### config.mk
export PLATFORM = sky130hd
export DESIGN_NAME = ycfsm_sequencer
export DESIGN_NICKNAME = d
export VERILOG_FILES = /design/src/rtl/ycfsm_sequencer.sv
export SDC_FILE = /design/constraint.sdc
export NUM_CORES = 1
export LEC_CHECK = 0
export ABC_AREA = 1
export CAP_MARGIN = 20
export CORE_ASPECT_RATIO = 0.6
export CORE_MARGIN = 8
export CORE_UTILIZATION = 40
export DETAILED_ROUTE_END_ITERATION = 6
export GPL_TIMING_DRIVEN = 0
export PLACE_DENSITY = 0.68
export SLEW_MARGIN = 20
export SYNTH_ARGS = -nofsm -noshare
export SYNTH_HDL_FRONTEND = slang
export SYNTH_SLANG_ARGS = --single-unit
### constraint.sdc
create_clock -name clk -period 3.1 [get_ports clk]
set_input_delay 0.465 -clock clk [delete_from_list [all_inputs] [get_ports clk]]
set_output_delay 0.465 -clock clk [all_outputs]
set_load 0.02 [all_outputs]
### src/rtl/ycfsm_sequencer.sv
`default_nettype none
// ============================================================================
// Module   : ycfsm_sequencer
// Purpose  : Drives a row of self-timed ycfsm cells through dual-rail,
//            return-to-empty transactions from a synchronous host.
// Revision : 1.0 - initial release
// ============================================================================
module ycfsm_sequencer #(
    parameter int WIDTH      = 8,
    parameter int RST_CYCLES = 4,
    parameter int TIMEOUT    = 255
) (
    input  logic                 clk,
    input  logic                 reset,
    input  logic                 start,
    input  logic                 do_reset,
    input  logic [WIDTH-1:0]     in_bits,
    input  logic [WIDTH-1:0]     match_bits,
    output logic                 busy,
    output logic                 done,
    output logic                 error,
    output logic [WIDTH-1:0]     result_bits,
    output logic                 blk_reset,
    output logic [2*WIDTH-1:0]   blk_in,
    output logic [2*WIDTH-1:0]   blk_match,
    input  logic [2*WIDTH-1:0]   blk_out
);

    localparam int CW = $clog2(TIMEOUT + 1);
    localparam int RW = $clog2(RST_CYCLES + 1);
    localparam logic [CW-1:0] TMAX = CW'(TIMEOUT);
    localparam logic [RW-1:0] RMAX = RW'(RST_CYCLES);

    typedef enum logic [2:0] {
        S_IDLE       = 3'd0,
        S_BRESET     = 3'd1,
        S_DRIVE      = 3'd2,
        S_WAIT_FULL  = 3'd3,
        S_DRAIN      = 3'd4,
        S_WAIT_EMPTY = 3'd5,
        S_ERR        = 3'd6
    } state_t;

    state_t             state_q, state_d;
    logic               busy_q, busy_d;
    logic               done_q, done_d;
    logic               error_q, error_d;
    logic [WIDTH-1:0]   result_q, result_d;
    logic               blk_reset_q, blk_reset_d;
    logic [2*WIDTH-1:0] blk_in_q, blk_in_d;
    logic [2*WIDTH-1:0] blk_match_q, blk_match_d;
    logic [WIDTH-1:0]   in_lat_q, in_lat_d;
    logic [WIDTH-1:0]   match_lat_q, match_lat_d;
    logic [2*WIDTH-1:0] sync1_q, sout_q, sprev_q;
    logic [CW-1:0]      wcnt_q, wcnt_d;
    logic [RW-1:0]      rcnt_q, rcnt_d;

    logic               all_full, all_empty, any_illegal, same;
    logic [2*WIDTH-1:0] in_rails, match_rails;

    always_comb begin
        all_full    = 1'b1;
        all_empty   = 1'b1;
        any_illegal = 1'b0;
        in_rails    = '0;
        match_rails = '0;
        for (int i = 0; i < WIDTH; i++) begin
            case (sout_q[2*i +: 2])
                2'b00:   all_full = 1'b0;
                2'b11: begin
                    any_illegal = 1'b1;
                    all_full    = 1'b0;
                    all_empty   = 1'b0;
                end
                default: all_empty = 1'b0;
            endcase
            in_rails[2*i +: 2]    = in_lat_q[i]    ? 2'b10 : 2'b01;
            match_rails[2*i +: 2] = match_lat_q[i] ? 2'b10 : 2'b01;
        end
        // A wavefront counts as settled only once two successive samples agree.
        same = (sout_q == sprev_q);
    end

    always_comb begin
        state_d     = state_q;
        done_d      = 1'b0;
        error_d     = error_q;
        result_d    = result_q;
        blk_reset_d = 1'b0;
        blk_in_d    = blk_in_q;
        blk_match_d = blk_match_q;
        in_lat_d    = in_lat_q;
        match_lat_d = match_lat_q;
        wcnt_d      = (wcnt_q == TMAX) ? wcnt_q : wcnt_q + 1'b1;
        rcnt_d      = rcnt_q;

        case (state_q)
            S_IDLE: begin
                blk_in_d    = '0;
                blk_match_d = '0;
                if (start) begin
                    in_lat_d    = in_bits;
                    match_lat_d = match_bits;
                    error_d     = 1'b0;
                    if (do_reset) begin
                        state_d     = S_BRESET;
                        blk_reset_d = 1'b1;
                        rcnt_d      = RW'(1);
                    end else begin
                        state_d = S_DRIVE;
                    end
                end
            end
            S_BRESET, S_ERR: begin
                blk_in_d    = '0;
                blk_match_d = '0;
                if (rcnt_q >= RMAX) begin
                    state_d = (state_q == S_BRESET) ? S_DRIVE : S_IDLE;
                end else begin
                    blk_reset_d = 1'b1;
                    rcnt_d      = rcnt_q + 1'b1;
                end
            end
            S_DRIVE: begin
                blk_in_d    = in_rails;
                blk_match_d = match_rails;
                wcnt_d      = '0;
                state_d     = S_WAIT_FULL;
            end
            S_WAIT_FULL: begin
                if (any_illegal || (!(all_full && same) && wcnt_q == TMAX)) begin
                    state_d     = S_ERR;
                    error_d     = 1'b1;
                    blk_reset_d = 1'b1;
                    rcnt_d      = RW'(1);
                    blk_in_d    = '0;
                    blk_match_d = '0;
                end else if (all_full && same) begin
                    for (int i = 0; i < WIDTH; i++) begin
                        result_d[i] = sout_q[2*i+1];
                    end
                    state_d = S_DRAIN;
                end
            end
            S_DRAIN: begin
                blk_in_d    = '0;
                blk_match_d = '0;
                wcnt_d      = '0;
                state_d     = S_WAIT_EMPTY;
            end
            S_WAIT_EMPTY: begin
                if (any_illegal || (!(all_empty && same) && wcnt_q == TMAX)) begin
                    state_d     = S_ERR;
                    error_d     = 1'b1;
                    blk_reset_d = 1'b1;
                    rcnt_d      = RW'(1);
                end else if (all_empty && same) begin
                    done_d  = 1'b1;
                    state_d = S_IDLE;
                end
            end
            default: begin
                state_d     = S_IDLE;
                blk_in_d    = '0;
                blk_match_d = '0;
            end
        endcase

        busy_d = (state_d != S_IDLE);
    end

    always_ff @(posedge clk) begin
        if (reset) begin
            state_q     <= S_IDLE;
            busy_q      <= 1'b0;
            done_q      <= 1'b0;
            error_q     <= 1'b0;
            result_q    <= '0;
            blk_reset_q <= 1'b0;
            blk_in_q    <= '0;
            blk_match_q <= '0;
            in_lat_q    <= '0;
            match_lat_q <= '0;
            sync1_q     <= '0;
            sout_q      <= '0;
            sprev_q     <= '0;
            wcnt_q      <= '0;
            rcnt_q      <= '0;
        end else begin
            state_q     <= state_d;
            busy_q      <= busy_d;
            done_q      <= done_d;
            error_q     <= error_d;
            result_q    <= result_d;
            blk_reset_q <= blk_reset_d;
            blk_in_q    <= blk_in_d;
            blk_match_q <= blk_match_d;
            in_lat_q    <= in_lat_d;
            match_lat_q <= match_lat_d;
            sync1_q     <= blk_out;
            sout_q      <= sync1_q;
            sprev_q     <= sout_q;
            wcnt_q      <= wcnt_d;
            rcnt_q      <= rcnt_d;
        end
    end

    assign busy        = busy_q;
    assign done        = done_q;
    assign error       = error_q;
    assign result_bits = result_q;
    assign blk_reset   = blk_reset_q;
    assign blk_in      = blk_in_q;
    assign blk_match   = blk_match_q;

endmodule
`default_nettype wire

; ---- After elaboration in Yosys (flattened, before gate mapping)
; Cells that the tools add are included.
[totals]
regBits = 122
input_bits = 36
out_inout_bits = 44
wordCells = 146
[op_classes]
addsub = 2
n_lt_le_gt_ge = 1
eq_ne = 21
mux = 69
bitwise_logic = 2
reduce_logical = 36
[ops]
columns = op, count
row1 = $pmux 16 s3, 2
row2 = $mux 2, 18
row3 = $mux 1, 33
row4 = $mux 3, 11
row5 = $pmux 3 s6, 1
row6 = $reduce_or 2->1, 9
row7 = $eq 16x16->1, 1
row8 = $eq 2x2->1 const B, 8
row9 = $logic_not 2->1, 8
row10 = $mux 16, 1
row11 = $pmux 3 s4, 1
row12 = $ne 2x2->1 const B, 5
row13 = $eq 3x3->1 const B, 3
row14 = $add 8x1->8 const B, 1
row15 = $eq 8x8->1 const B, 1
row16 = $eq 3x2->1 const B, 2
row17 = $reduce_and 6->1, 1
row18 = $reduce_bool 3->1, 2
row19 = $reduce_or 3->1, 2
row20 = $logic_and 1x1->1, 4
row21 = $pmux 1 s4, 1
row22 = $reduce_and 2->1, 2
row23 = $reduce_and 4->1, 1
row24 = $reduce_bool 4->1, 1
row25 = other kinds (9), 12

; ---- Longest topological paths before layout
[depth]
depth_word = 17
depth_mapped = 13
ltp_nobuf = 13

; ---- Worst setup path after synthesis
; No wires, ideal clock.
[synth_timing]
path_kind = register to register
startpoint = reg sout_q[11]
endpoint = reg blk_in_q[0] (netlist: blk_in[0])
setup_time_ns = 0.071
arrival_ns = 1.683
required_ns = 3.029
setup_slack_ns = 1.346
stages_incl_launch_ff = 12
n_path_buf = 1
synth_period_minus_slack_ns = 1.754
cell_sequence = dfxtp_1 inv_1 ha_1 nand4_1 nor2_1 nand4_4 nand2_2 nand2_2 nand2_4 buf_12 nand2_2 a21oi_2
[synth_via]
elab_chain_len = 11
elab_cells_between_ends = 16
cone_classes = eq/ne (3) / mux (6) / reduce/logical (7)
[synth_lines]
columns = item, line
row1 = start: declaration, 54  ; logic [2*WIDTH-1:0] sync1_q, sout_q, sprev_q;
row2 = start signal: assignment, 201  ; sout_q <= sync1_q;
row3 = $eq 2x2->1 / $logic_not 2->1 (equally long branches), 68  ; case (sout_q[2*i +: 2])
row4 = $reduce_or 2->1 (no source line), n/a
row5 = $mux 1 (3 in series), 68
row6 = $logic_and 1x1->1, 131  ; if (any_illegal || (!(all_full && same) && wcnt_q == TMAX)) begin
row7 = $logic_not 1->1, 131
row8 = $logic_and 1x1->1, 131
row9 = $logic_or 1x1->1 *, 131
row10 = $ne 2x2->1 (no source line) *, n/a
row11 = $reduce_and 2->1 (no source line) *, n/a
row12 = end signal: assignment, 196  ; blk_in_q <= blk_in_d;
row13 = end: declaration, 50  ; logic [2*WIDTH-1:0] blk_in_q, blk_in_d;
; Every way passes the cells marked *; elsewhere a longest branch is shown, timed or not.
; A chain may end at the register's enable or synchronous reset.

; ---- Final worst setup path
[layout_timing]
startpoint = reg sout_q[0]
endpoint = reg rcnt_q[0]
[layout_via]
elab_chain_len = 16
elab_cells_between_ends = 39
cone_classes = eq/ne (4) / mux (24) / reduce/logical (11)
[layout_lines]
columns = item, line
row1 = $eq 2x2->1 / $logic_not 2->1 (equally long branches), 68
row2 = $reduce_or 2->1 (no source line), n/a
row3 = $mux 1 (8 in series), 68
row4 = $logic_and 1x1->1, 131
row5 = $logic_not 1->1, 131
row6 = $logic_and 1x1->1, 131
row7 = $logic_or 1x1->1, 131
row8 = $ne 2x2->1 (no source line), n/a
row9 = $reduce_and 6->1 (no source line) *, n/a
row10 = end signal: assignment, 204  ; rcnt_q <= rcnt_d;
row11 = end: declaration, 56  ; logic [RW-1:0] rcnt_q, rcnt_d;
; Marked as above.

==> reports/qor.csv <==
stage,metric,value,unit
final_layout,regArea,2442,um2
setup_path,worstSetupEndpointType,flop,
run_status,status,finished clean,
clock_network,postCtsHoldBufs,0,
clock_network,numCtsBuffers,17,
synthesis,yosysUniqueCellTypes,31,
timing,max_clock_freq,460.7,MHz
power,powerDensity,696.1,nW/um2
detailed_routing,avgViaCountPerCell,4.661,
global_route,grt_max_degree,17,
setup_path,critPathSlowestCell,nor3b_4,
floorplanning,ios,80,
clock_network,cts.clk_slew.worst_paths,0.06,ns
synthesis,synth_edf_count,0,
floorplanning,die_w,160.8,um
clock_network,root_buffer,clkbuf_16,
global_route,grt_pass1_wl,20080,um
floorplanning,num_rows,31,
clock_network,cts_resized,0,
synthesis,netlist_area,5030,um2
global_route,antenna_found_initial,0,
clock_network,cts_setup_buffers,0,
setup_path,worstPathCellList,ha_1 > nor3_1 > nor3b_4 > nand4_1 > nand3_1 > nand3_2 > nor2_1 > nor2_1,
setup_path,startpoint_type,flop,
final_layout,multiInputGateArea,2081,um2
synthesis,ys_ff_latch,122,
final_layout,nNetsFinal,773,
hold_path,holdCritPathClass,reg2reg,
job,max-cap-violations,0,
clock_network,cts_tree,yes,
setup_path,timing.critical_path.arrival,2.47,ns
timing,slew_violations,0,
detailed_routing,drt_wl_total,12350,um
synthesis,ys.flop_type,dfxtp_1,
timing,fin_tns_setup,0,ns
synthesis,synthCells,620,
timing,finalSetupViolations,0,
global_route,track_usage,0.1534,
setup_path,critical_path.max_fanout,5,
setup_path,max_stage_delay,0.38,ns
detailed_routing,wl_per_cell,13.79,um
timing,worst_clock_skew,0.01264,ns
synthesis,synthTopCellsByArea,"dfxtp_1 49%, nand2_1 7.6%, inv_1 6.7%",
power,peakVddDrop,422.5,uV
final_layout,nFillCells,1115,
timing,setup_slack,0.9295,ns
detailed_routing,dr.pass1.iters,5,
timing,worstMarginPinSlew,0.7125,ns
detailed_routing,drcViolationCount,0,
timing,hold_viol,0,
floorplanning,fp.dieArea,16540,um2
placement,dp_hpwl,9307,um
placement,place_congestion,0.8696,
final_layout,diodes,0,
timing,relSlewSlack,0.5250,
floorplanning,coreArea,12180,um2
clock_network,clock-sinks,122,
final_layout,final_cell_mix,"122 x dfxtp_1, 102 x nand2_1, 90 x inv_1, 79 x clkdlybuf4s50_1, 78 x nor2_1",
detailed_routing,drtAntennaViolNets,0,
synthesis,ys_seq_area_frac,0.4856,
timing,period_needed,2.171,ns
synthesis,synth_warnings,0,
synthesis,netlist.area_leader.share,0.4856,
floorplanning,die_h,102.9,um
global_route,grt_pass1_vias,4139,
setup_path,cp_common_cell,nor2_1,
global_route,gr-total-overflow,0,
setup_path,cp.required,3.40,ns
final_layout,drive_gt1_frac,0.1628,
timing,rsz0062_at_grt,false,
timing,post-route-period-util,0.7002,
synthesis,syn_area_per_cell,8.113,um2
clock_network,clkLatencyLatePin,0.41,ns
detailed_routing,drt_iter0_drc,289,
final_layout,synthToLayoutAreaGrowth,33.21,%
placement,numPortBuffers,79,
final_layout,postLayoutCoreUtil,0.5501,
synthesis,yosys.area.top_type,dfxtp_1,
synthesis,synthArstFlopShare,0,
clock_network,h-tree-depth,4,
power,power.static_leakage,0.002768,uW
timing,whs,0.3990,ns
synthesis,syn-num-nets,675,
placement,dp_worst_setup_slack,0.7776,ns
detailed_routing,vias,4176,
setup_path,critPathKind,reg2reg,
floorplanning,start_util,0.4130,
clock_network,clk_path_buf_depth,2,
final_layout,layout_commonest_cell,dfxtp_1,
[cell type report]
cell class,instances,share of cell area
Sequential cell,122,0.3645
Multi-Input combinational cell,377,0.3106
Timing Repair Buffer,79,0.1180
Clock buffer,20,0.06965
Inverter,99,0.05546
Clock inverter,12,0.03081
Tap cell,165,0.03081
Buffer,22,0.02017
[critical path: cells and delay by family, from the launching register on]
kind,cells,cell delay (ns)
adder cells (fa/ha/maj),1,0.21
AND/OR/NAND/NOR,7,1.53
flip-flops,1,0.33
[cells by family after synthesis]
group	after synthesis	share of synthesized area
compound gates	95	0.1184
flops	122	0.4856
simple gates	257	0.2376
buf+inv	121	0.1007
xor+xnor	6	0.01045
fa+ha+maj	19	0.04726
[routing by layer]
metal,track usage,vias to the layer above,wire length [um],share of wire
met2,0.2394,118,5508,0.45
met5,0,-,0,0
met1,0.1986,1929,6091,0.49
met3,0.04585,8,678,0.055
li1,-,2121,-,-
met4,0.05803,0,74,0.0060
[power by group]
part / switching, uW / total [uW] / internal, uW
Sequential: 78.6 / 1770 / 1690
Clock: 720 / 2220 / 1500
Combinational: 407 / 671 / 264
[sequential cells by signal (all words and copies together), names as in the netlist, 3 cells and up]
signal,cells
blk_in,16
blk_match,16
in_lat_q,8
match_lat_q,8
rcnt_q,3
result_bits,8
sout_q,16
sprev_q,16
state_q,3
sync1_q,16
wcnt_q,8
[final timing paths]
check,from,endpoint,slack [ns],cells after the start
hold reg to reg,sync1_q[14]$_SDFF_PP0_,sout_q[14]$_SDFF_PP0_,0.40,2
setup / recovery,sout_q[0]$_SDFF_PP0_,rcnt_q[0]$_SDFFE_PP0P_,0.93,8
hold / removal,sync1_q[14]$_SDFF_PP0_,sout_q[14]$_SDFF_PP0_,0.40,2
setup reg to reg,sout_q[0]$_SDFF_PP0_,rcnt_q[0]$_SDFFE_PP0P_,0.93,8
[cells in the mapped netlist, types with 2 or more instances]
cell type and count:
a21oi_1 33, a21oi_2 30, buf_12 3, clkbuf_1 17, dfxtp_1 122, ha_1 19, inv_1 90, inv_2 8
nand2_1 102, nand2_2 33, nand3_1 11, nand4_1 13, nor2_1 78, nor2_4 3, nor3_1 8, o21ai_0 29
or2_2 3, xnor2_1 2, xor2_1 4
[stage by stage]
stage,power (uW),cell area [um2],std cells
6_report,4664,6700,896
2_1_floorplan,2217,5030,620
3_5_place_dp,2472,6027,864
3_3_place_gp,2449,6027,864
4_1_cts,4701,6700,896
5_1_grt,4866,6700,896
Note: power is estimated with default switching activity, not from simulation.
